===== src/rtl/fcpu_pkg.sv =====
// Shared CPU-side types and constants used by the memory management unit and its response FIFO.
package fcpu_pkg;
   localparam int DATA_W        = 32;
   localparam int RSV_ID_W      = 5;
   localparam int INSTR_W       = 6;
   localparam int CDB_W         = RSV_ID_W + DATA_W;
   localparam int MMU_IO_BYTE_W = 8;

   localparam logic [INSTR_W-1:0] I_LOAD    = 6'h10;
   localparam logic [INSTR_W-1:0] I_LOADB   = 6'h11;
   localparam logic [INSTR_W-1:0] I_LOADR   = 6'h12;
   localparam logic [INSTR_W-1:0] I_LOADF   = 6'h13;
   localparam logic [INSTR_W-1:0] I_LOADBF  = 6'h14;
   localparam logic [INSTR_W-1:0] I_LOADRF  = 6'h15;
   localparam logic [INSTR_W-1:0] I_STORE   = 6'h18;
   localparam logic [INSTR_W-1:0] I_STOREB  = 6'h19;
   localparam logic [INSTR_W-1:0] I_STORER  = 6'h1A;
   localparam logic [INSTR_W-1:0] I_STOREF  = 6'h1B;
   localparam logic [INSTR_W-1:0] I_STOREBF = 6'h1C;
   localparam logic [INSTR_W-1:0] I_STORERF = 6'h1D;
   localparam logic [INSTR_W-1:0] I_INPUT   = 6'h20;
   localparam logic [INSTR_W-1:0] I_INPUTF  = 6'h21;
   localparam logic [INSTR_W-1:0] I_OUTPUT  = 6'h22;

   typedef enum logic [1:0] {MMU_IDLE, MMU_RD, MMU_IN, MMU_OUT} mmu_state_t;

   function automatic logic is_load_op(input logic [INSTR_W-1:0] op);
      return op inside {I_LOAD, I_LOADB, I_LOADR, I_LOADF, I_LOADBF, I_LOADRF};
   endfunction

   function automatic logic is_store_op(input logic [INSTR_W-1:0] op);
      return op inside {I_STORE, I_STOREB, I_STORER, I_STOREF, I_STOREBF, I_STORERF};
   endfunction
endpackage


===== src/rtl/cdb_fifo.sv =====
// Small in-order response queue for CDB words; head is zero whenever the queue is empty.
module cdb_fifo #(
   parameter  int WIDTH = 37,
   parameter  int DEPTH = 2,
   localparam int CNT_W = $clog2(DEPTH + 1),
   localparam int PTR_W = (DEPTH > 1) ? $clog2(DEPTH) : 1
) (
   input  logic             clk,
   input  logic             nrst,
   input  logic             push,
   input  logic [WIDTH-1:0] push_data,
   input  logic             pop,
   output logic [WIDTH-1:0] head,
   output logic [CNT_W-1:0] count
);
   logic [WIDTH-1:0] mem [DEPTH];
   logic [PTR_W-1:0] rd_ptr;
   logic [PTR_W-1:0] wr_ptr;

   function automatic logic [PTR_W-1:0] bump(input logic [PTR_W-1:0] p);
      return (p == PTR_W'(DEPTH - 1)) ? '0 : p + PTR_W'(1);
   endfunction

   always_ff @(posedge clk or negedge nrst) begin
      if (!nrst) begin
         rd_ptr <= '0;
         wr_ptr <= '0;
         count  <= '0;
      end else begin
         if (push) wr_ptr <= bump(wr_ptr);
         if (pop)  rd_ptr <= bump(rd_ptr);
         if (push && !pop)      count <= count + CNT_W'(1);
         else if (pop && !push) count <= count - CNT_W'(1);
      end
   end

   always_ff @(posedge clk) begin
      if (push) mem[wr_ptr] <= push_data;
   end

   assign head = (count != '0) ? mem[rd_ptr] : '0;
endmodule


===== src/rtl/memory_management_unit.sv =====
// Responder for core memory/IO requests: data RAM loads/stores, byte input/output streams,
// and in-order CDB results through a response FIFO whose slot is reserved at accept time.
module memory_management_unit
   import fcpu_pkg::*;
#(
   parameter int DRAM_ADDR_W = 17,
   parameter int RESP_DEPTH  = 2
) (
   input  logic                     clk,
   input  logic                     nrst,
   input  logic [RSV_ID_W-1:0]      i_rsv_id,
   input  logic                     i_valid,
   input  logic [DATA_W-1:0]        i_data,
   input  logic [DATA_W-1:0]        i_addr,
   input  logic [INSTR_W-1:0]       i_opcode,
   output logic                     i_ready,
   output logic [CDB_W-1:0]         o_cdb,
   output logic                     o_cdb_valid,
   input  logic                     o_cdb_ready,
   output logic [DRAM_ADDR_W-1:0]   dram_addr,
   output logic                     dram_we,
   output logic [DATA_W-1:0]        dram_wdata,
   input  logic [DATA_W-1:0]        dram_rdata,
   input  logic [MMU_IO_BYTE_W-1:0] in_data,
   input  logic                     in_valid,
   output logic                     in_ready,
   output logic [MMU_IO_BYTE_W-1:0] out_data,
   output logic                     out_valid,
   input  logic                     out_ready
);
   localparam int CNT_W = $clog2(RESP_DEPTH + 1);

   mmu_state_t               state;
   mmu_state_t               next_state;
   logic [1:0]               byte_cnt;
   logic [RSV_ID_W-1:0]      req_rsv;
   logic [MMU_IO_BYTE_W-1:0] req_byte;
   logic                     req_inputf;
   logic [23:0]              in_word;
   logic [CNT_W-1:0]         fifo_count;
   logic                     accept;
   logic                     push;
   logic                     pop;
   logic [CDB_W-1:0]         push_data;
   logic                     unused_addr;

   // Upper address bits are ignored: the RAM address space wraps.
   assign unused_addr = ^i_addr[DATA_W-1:DRAM_ADDR_W];

   assign i_ready     = nrst && (state == MMU_IDLE) && (fifo_count < CNT_W'(RESP_DEPTH));
   assign accept      = i_valid && i_ready;
   assign dram_addr   = i_addr[DRAM_ADDR_W-1:0];
   assign dram_wdata  = i_data;
   assign o_cdb_valid = (fifo_count != '0);
   assign pop         = o_cdb_valid && o_cdb_ready;
   assign out_data    = req_byte;

   always_ff @(posedge clk or negedge nrst) begin
      if (!nrst) begin
         state    <= MMU_IDLE;
         byte_cnt <= '0;
      end else begin
         state <= next_state;
         if (accept)
            byte_cnt <= '0;
         else if (state == MMU_IN && in_valid && byte_cnt != 2'd3)
            byte_cnt <= byte_cnt + 2'd1;
      end
   end

   always_ff @(posedge clk) begin
      if (accept) begin
         req_rsv    <= i_rsv_id;
         req_byte   <= i_data[MMU_IO_BYTE_W-1:0];
         req_inputf <= (i_opcode == I_INPUTF);
      end
      if (state == MMU_IN && in_valid) begin
         case (byte_cnt)
            2'd0:    in_word[7:0]   <= in_data;
            2'd1:    in_word[15:8]  <= in_data;
            2'd2:    in_word[23:16] <= in_data;
            default: ;
         endcase
      end
   end

   always_comb begin
      next_state = state;
      dram_we    = 1'b0;
      push       = 1'b0;
      push_data  = '0;
      in_ready   = 1'b0;
      out_valid  = 1'b0;
      case (state)
         MMU_IDLE: begin
            if (accept) begin
               if (is_store_op(i_opcode))
                  dram_we = 1'b1;
               else if (is_load_op(i_opcode))
                  next_state = MMU_RD;
               else if (i_opcode == I_INPUT || i_opcode == I_INPUTF)
                  next_state = MMU_IN;
               else if (i_opcode == I_OUTPUT)
                  next_state = MMU_OUT;
            end
         end
         MMU_RD: begin
            push       = 1'b1;
            push_data  = {req_rsv, dram_rdata};
            next_state = MMU_IDLE;
         end
         MMU_IN: begin
            in_ready = 1'b1;
            if (in_valid) begin
               if (!req_inputf) begin
                  push       = 1'b1;
                  push_data  = {req_rsv, 24'b0, in_data};
                  next_state = MMU_IDLE;
               end else if (byte_cnt == 2'd3) begin
                  push       = 1'b1;
                  push_data  = {req_rsv, in_data, in_word};
                  next_state = MMU_IDLE;
               end
            end
         end
         MMU_OUT: begin
            out_valid = 1'b1;
            if (out_ready) next_state = MMU_IDLE;
         end
         default: next_state = MMU_IDLE;
      endcase
   end

   cdb_fifo #(.WIDTH(CDB_W), .DEPTH(RESP_DEPTH)) resp_fifo (
      .clk       (clk),
      .nrst      (nrst),
      .push      (push),
      .push_data (push_data),
      .pop       (pop),
      .head      (o_cdb),
      .count     (fifo_count)
   );
endmodule


===== config.mk =====
export PLATFORM = sky130hd
export DESIGN_NAME = memory_management_unit
export DESIGN_NICKNAME = d
export VERILOG_FILES = /design/src/rtl/fcpu_pkg.sv /design/src/rtl/cdb_fifo.sv /design/src/rtl/memory_management_unit.sv
export SDC_FILE = /design/constraint.sdc
export NUM_CORES = 1
export LEC_CHECK = 0
export ABC_AREA = 1
export CAP_MARGIN = 20
export CORE_MARGIN = 2
export CORE_UTILIZATION = 55
export CTS_CLUSTER_DIAMETER = 80
export DETAILED_ROUTE_END_ITERATION = 6
export DONT_BUFFER_PORTS = 1
export GPL_TIMING_DRIVEN = 0
export PLACE_DENSITY = 0.7
export SETUP_SLACK_MARGIN = 0.5
export SLEW_MARGIN = 15
export SYNTH_ARGS = -nofsm -noshare
export SYNTH_HDL_FRONTEND = slang
export SYNTH_HIERARCHICAL = 1
export SYNTH_SLANG_ARGS = --single-unit

===== constraint.sdc =====
create_clock -name clk -period 5 [get_ports clk]
set_input_delay 0.5 -clock clk [delete_from_list [all_inputs] [get_ports clk]]
set_output_delay 0.5 -clock clk [all_outputs]
set_load 0.05 [all_outputs]

# Word level (Yosys, flattened, before mapping)
# Memory sizes are Yosys's and may differ from the RTL's.
# Cells that the tools add are included.
# classes
addsub	5
order_cmp	1
eq_ne	28
mux	32
reduce_logical	22
# op_table
op	count
$mux 37	4
$pmux 37 s2	1
$eq 6x5->1 const B	12
$mux 2	13
$eq 6x6->1 const B	3
$mux 1	12
$reduce_bool 6->1	2
$ne 2x2->1 const B	5
$eq 2x2->1 const B	4
$logic_and 1x1->1	8
$pmux 2 s4	1
$reduce_and 2->1	3
$reduce_and 6->1	1
$reduce_bool 2->1	3
$add 2x1->2 const B	2
$eq 2x1->1 const B	2
$logic_not 2->1	2
$ne 4x1->1 const B	1
$ne 3x2->1 const B	1
$add 1x1->1 const B	2
$logic_not 1->1	2
$lt 2x2->1 const B	1
$pmux 1 s2	1
$sub 2x1->2 const B	1
$logic_or 1x1->1	1
# totals
regBits	46
ram_bits	74
inputBits	121
word_cells	100
mem_count	1
# memory_table
memory	words	width	rd	rd_clocked_by_memory_dff	write_ports	line_no	rtl
resp_fifo.mem	2	37	1	0	1	cdb_fifo.sv:16	logic [WIDTH-1:0] mem [DEPTH];

# Longest topological paths before layout
# depth
depth_word	9
mapped_depth	12

# Modules after synthesis
# Netlist, hierarchy kept.
# by_module_without_submodules
mod	n_inst	cells_each	area_each_um2	seq_area_each_um2
cdb_fifo	1	220	2975.4	2322.2
memory_management_unit	1	290	2715.1	1241.2

# Worst setup path after synthesis
# OpenSTA, ideal clock, no wires.
# synth_path
kind	register -> register
from	register state[0]
to	memory resp_fifo.mem[0][0], enable pin
setup_time_ps	432
t_arrival_ps	3246
required_ps	4568
path_slack_ps	1322
stages_incl_launch_ff	9
path_buffers	0
path_cell_list	dfrtp_1 > inv_1 > ha_1 > nand2_2 > a21oi_4 > o21ai_2 > inv_2 > inv_1 > nor2_1
# synth_between
elab_chain_cells	4
elab_cells_between_ends	5
cone_classes	2 x eq/ne; 3 x mux
# synth_rtl
element	line_no	rtl
start, declared	memory_management_unit.sv:33	mmu_state_t state;
start signal, assigned	memory_management_unit.sv:63	state <= next_state;
$eq 2x2->1 or $eq 2x1->1 (tied branches)	memory_management_unit.sv:94	case (state)
$pmux 1 s2 *	memory_management_unit.sv:94	
named net push	memory_management_unit.sv:42	logic push;
$mux 1 *	cdb_fifo.sv:38	if (push) mem[wr_ptr] <= push_data;
$mux 1 (implied by the code) *	cdb_fifo.sv:38	
end, declared	cdb_fifo.sv:16	
# The timed path passes the listed nets; every way through them passes the cells marked *.

# Worst setup path in the final report
# layout_path
from	register state[1]
to	output port dram_we
# layout_between
elab_chain_cells	6
# layout_rtl
element	line_no	rtl
$logic_not 2->1	memory_management_unit.sv:50	assign i_ready = nrst && (state == MMU_IDLE) && (fifo_count < CNT_W'(RESP_DEPTH));
$logic_and 1x1->1 (2 in a row)	memory_management_unit.sv:50	
named net i_ready	memory_management_unit.sv:16	output logic i_ready,
$logic_and 1x1->1	memory_management_unit.sv:51	assign accept = i_valid && i_ready;
$mux 1	memory_management_unit.sv:96	if (accept) begin
$mux 1	memory_management_unit.sv:94	
end, declared	memory_management_unit.sv:21	output logic dram_we,
# The timed path passes the listed nets, and every way through them passes these cells.

==> flow_metrics.tcl <==
set metrics [dict create \
    grt_overflow 0 \
    setup-tns-final_ps 0 \
    port_buffers 0 \
    crit_path_start_kind "flop" \
    start_util_pct 55.9 \
    min_period_ps 3570 \
    fmax_mhz 280 \
    routed_wl_um 12400 \
    layout.nets 662 \
    slew_headroom_pct 24.5 \
    io_pins 220 \
    r2r-start "state[0]" \
    yosysSeqAreaShare_pct 62.6 \
    gp_congestion 0.856 \
    synth_area_per_cell_um2 11.2 \
    p_total_w 0.00441 \
    grt_max_degree 21 \
    hold_class "in2reg" \
    via_per_inst 5.38 \
    arrival_ps 3070 \
    mostFrequentLayoutCells "nand2_1 (134), edfxtp_1 (112), buf_4 (52), a21oi_1 (50), inv_1 (28)" \
    power_frac_seq_pct 33.3 \
    syn_nets 640 \
    setup_viol 0 \
    dieArea_um2 11200 \
    synth.area.mux_share_pct 0 \
    wl_per_cell_um 18.3 \
    ant_nets 0 \
    dpl.hpwl_um 8870 \
    r2r_end "resp_fifo/mem[0][5]" \
    drc_errors 0 \
    synth-xor-area-share_pct 0.462 \
    rows 37 \
    rsz0062_at_grt "no" \
    clk_pin_slew_worst_paths_ps 50 \
    required_ps 4500 \
    pwr-share-comb_pct 44.9 \
    synth_seq_cells 120 \
    track_usage_pct 22.1 \
    hold_path_end "in_word[9]" \
    root_buffer "clkbuf_8" \
    postLayoutCoreUtil_pct 62.8 \
    grt_pass1_vias 3466 \
    netlist_instances 510 \
    synth_top_family_by_area "simple AND/OR/NAND/NOR gates" \
    antenna_found_initial 0 \
    cts-buffers-inserted 17 \
    final_cells 677 \
    drv_cap 0 \
    fp.dieW_um 106 \
    cts_tree "done" \
    crit_path_end_kind "output port" \
    status "complete, no violations" \
    via_count 3643 \
    die_y_um 106 \
    place_inst 648 \
    whs_ps 87.5 \
    drive_gt1_share_pct 25.5 \
    min_path_cells 0 \
    fin_crit_sh_pct 71.3 \
    crit_type "reg2out" \
    hold_violations 0 \
    htree_levels 4 \
    coreArea_um2 10200 \
    synthArstFlopShare_pct 6.67 \
    synth_adder_area_share_pct 1.98 \
    min_from "in_data[1]" \
    drt_first_pass_iters 5 \
    ys.flop_type "edfxtp_1" \
    reg2reg_depth 9 \
    antenna_cells 0 \
    vdd_ir_drop_max_mv 0.452 \
    clock_latency_ps 510 \
    yosysTopAreaCell "edfxtp_1" \
    synth-simple-area-share_pct 14.3 \
    cp_max_fo 5 \
    cts_buffer_depth 2 \
    clockPowerShare_pct 21.7 \
    synth_area_leaders "edfxtp_1 (59%), nand2_1 (8.8%), buf_4 (6.9%)" \
    synth-compound-area-share_pct 9.52 \
    synth-edff-count 112 \
    cts_setup_buffers 0 \
    fillCellCount 808 \
    drt_iter0_drc 258 \
    r2r_slack_ps 1920 \
    pwr_density_cell_nw_per_um2 690 \
    final_common_cell "nand2_1" \
    p_sw_w 0.00210 \
    final.setup_skew_ps 7.61 \
    clkSinkCount 120 \
    grt_pass1_wl_um 18300 \
    worst_slew_pin_slew_ps 1140 \
    syn_area_um2 5690 \
    p_int_w 0.00231 \
    synth_top_area_share_pct 59.1 \
    yosys_warnings 6 \
    swShare_pct 47.6 \
    synth.distinct_cells 31 \
    maxSlewViolCount 0 \
    leakage_nw 2.39 \
    syn_to_final_growth_pct 12.4 \
]
## layer usage
metal | vias to the layer above | track usage (%) | wire length (µm)
li1 | 1708 | - | -
met1 | 1745 | 25.4 | 4650
met2 | 173 | 37.1 | 6340
met3 | 17 | 8.72 | 1150
met4 | 0 | 8.83 | 220
met5 | - | 0 | 0
## Yosys cell counts (2+ instances only)
cell type    n
nand2_1    134
edfxtp_1   112
buf_4       52
a21oi_1     50
inv_1       29
nand2_2     21
a21oi_2     20
nor2_1      16
ha_1         9
dfrtp_1      8
o211ai_1     8
or2_0        8
buf_2        6
inv_2        6
buf_6        5
nand3_1      5
buf_1        3
clkbuf_1     3
nand4_1      2
xor2_1       2
## state kept, by name (all words and copies together) (netlist names)
signal	flops
out_data	8
req_inputf	1
state	2
resp_fifo/rd_ptr	1
in_word	24
resp_fifo/count	2
req_rsv	5
byte_cnt	2
resp_fifo/wr_ptr	1
resp_fifo/mem	74
## worst max path at each step
stage,from,to
after floorplan,state[0],resp_fifo/mem[0][0]
after global routing,state[1],dram_we
after detailed placement,state[0],resp_fifo/mem[0][8]
after CTS,state[0],dram_we
after global placement,state[0],resp_fifo/mem[0][2]
final,state[1],dram_we
## worst max-delay path: stages (launching register included)
cell,delay (ps)
dfrtp_1,410
inv_1,100
ha_1,240
nand2_1,70
nor2_1,700
nand2_1,280
nor2_1,760
## area by class of cell
| type | count | area, µm² | share of cell area (%) |
|---|---|---|---|
| sequential | 120 | 3560 | 55.7 |
| clock buffer | 20 | 425 | 6.65 |
| inverter | 35 | 131 | 2.05 |
| buffer | 69 | 499 | 7.81 |
| multi-input combinational | 286 | 1500 | 23.5 |
| timing repair buffer | 3 | 65.1 | 1.02 |
| clock inverter | 8 | 36.3 | 0.567 |
| tap | 136 | 170 | 2.66 |
## power by group through the flow
stage          logic [W]  clock network [W]  registers, W
2_1_floorplan    0.00165                  0       0.00147
3_3_place_gp     0.00192                  0       0.00149
3_5_place_dp     0.00199                  0       0.00149
4_1_cts          0.00199           0.000972       0.00147
5_1_grt          0.00211            0.00101       0.00149
6_report         0.00198           0.000958       0.00147
## cells by family after synthesis
kind of cell / count (synthesis)
flops: 120
fa+ha+maj: 9
simple gates: 189
compound gates: 85
xor+xnor: 3
buf+inv: 104
## per-stage QoR
step / worst slack (ps) / instance area, µm²
floorplan: 1320 / 5690
global placement: 139 / 5860
detailed placement: 1910 / 5920
CTS: 1400 / 6390
global route: 1160 / 6390
finish: 1430 / 6390
## timing repair
action                                 4_1_cts  5_1_grt
gates resized for setup                      0        0
endpoints found under the hold margin        8        0
setup endpoints to repair                    0        0
hold buffers                                 1        0
Power figures use the tool's default switching activity.
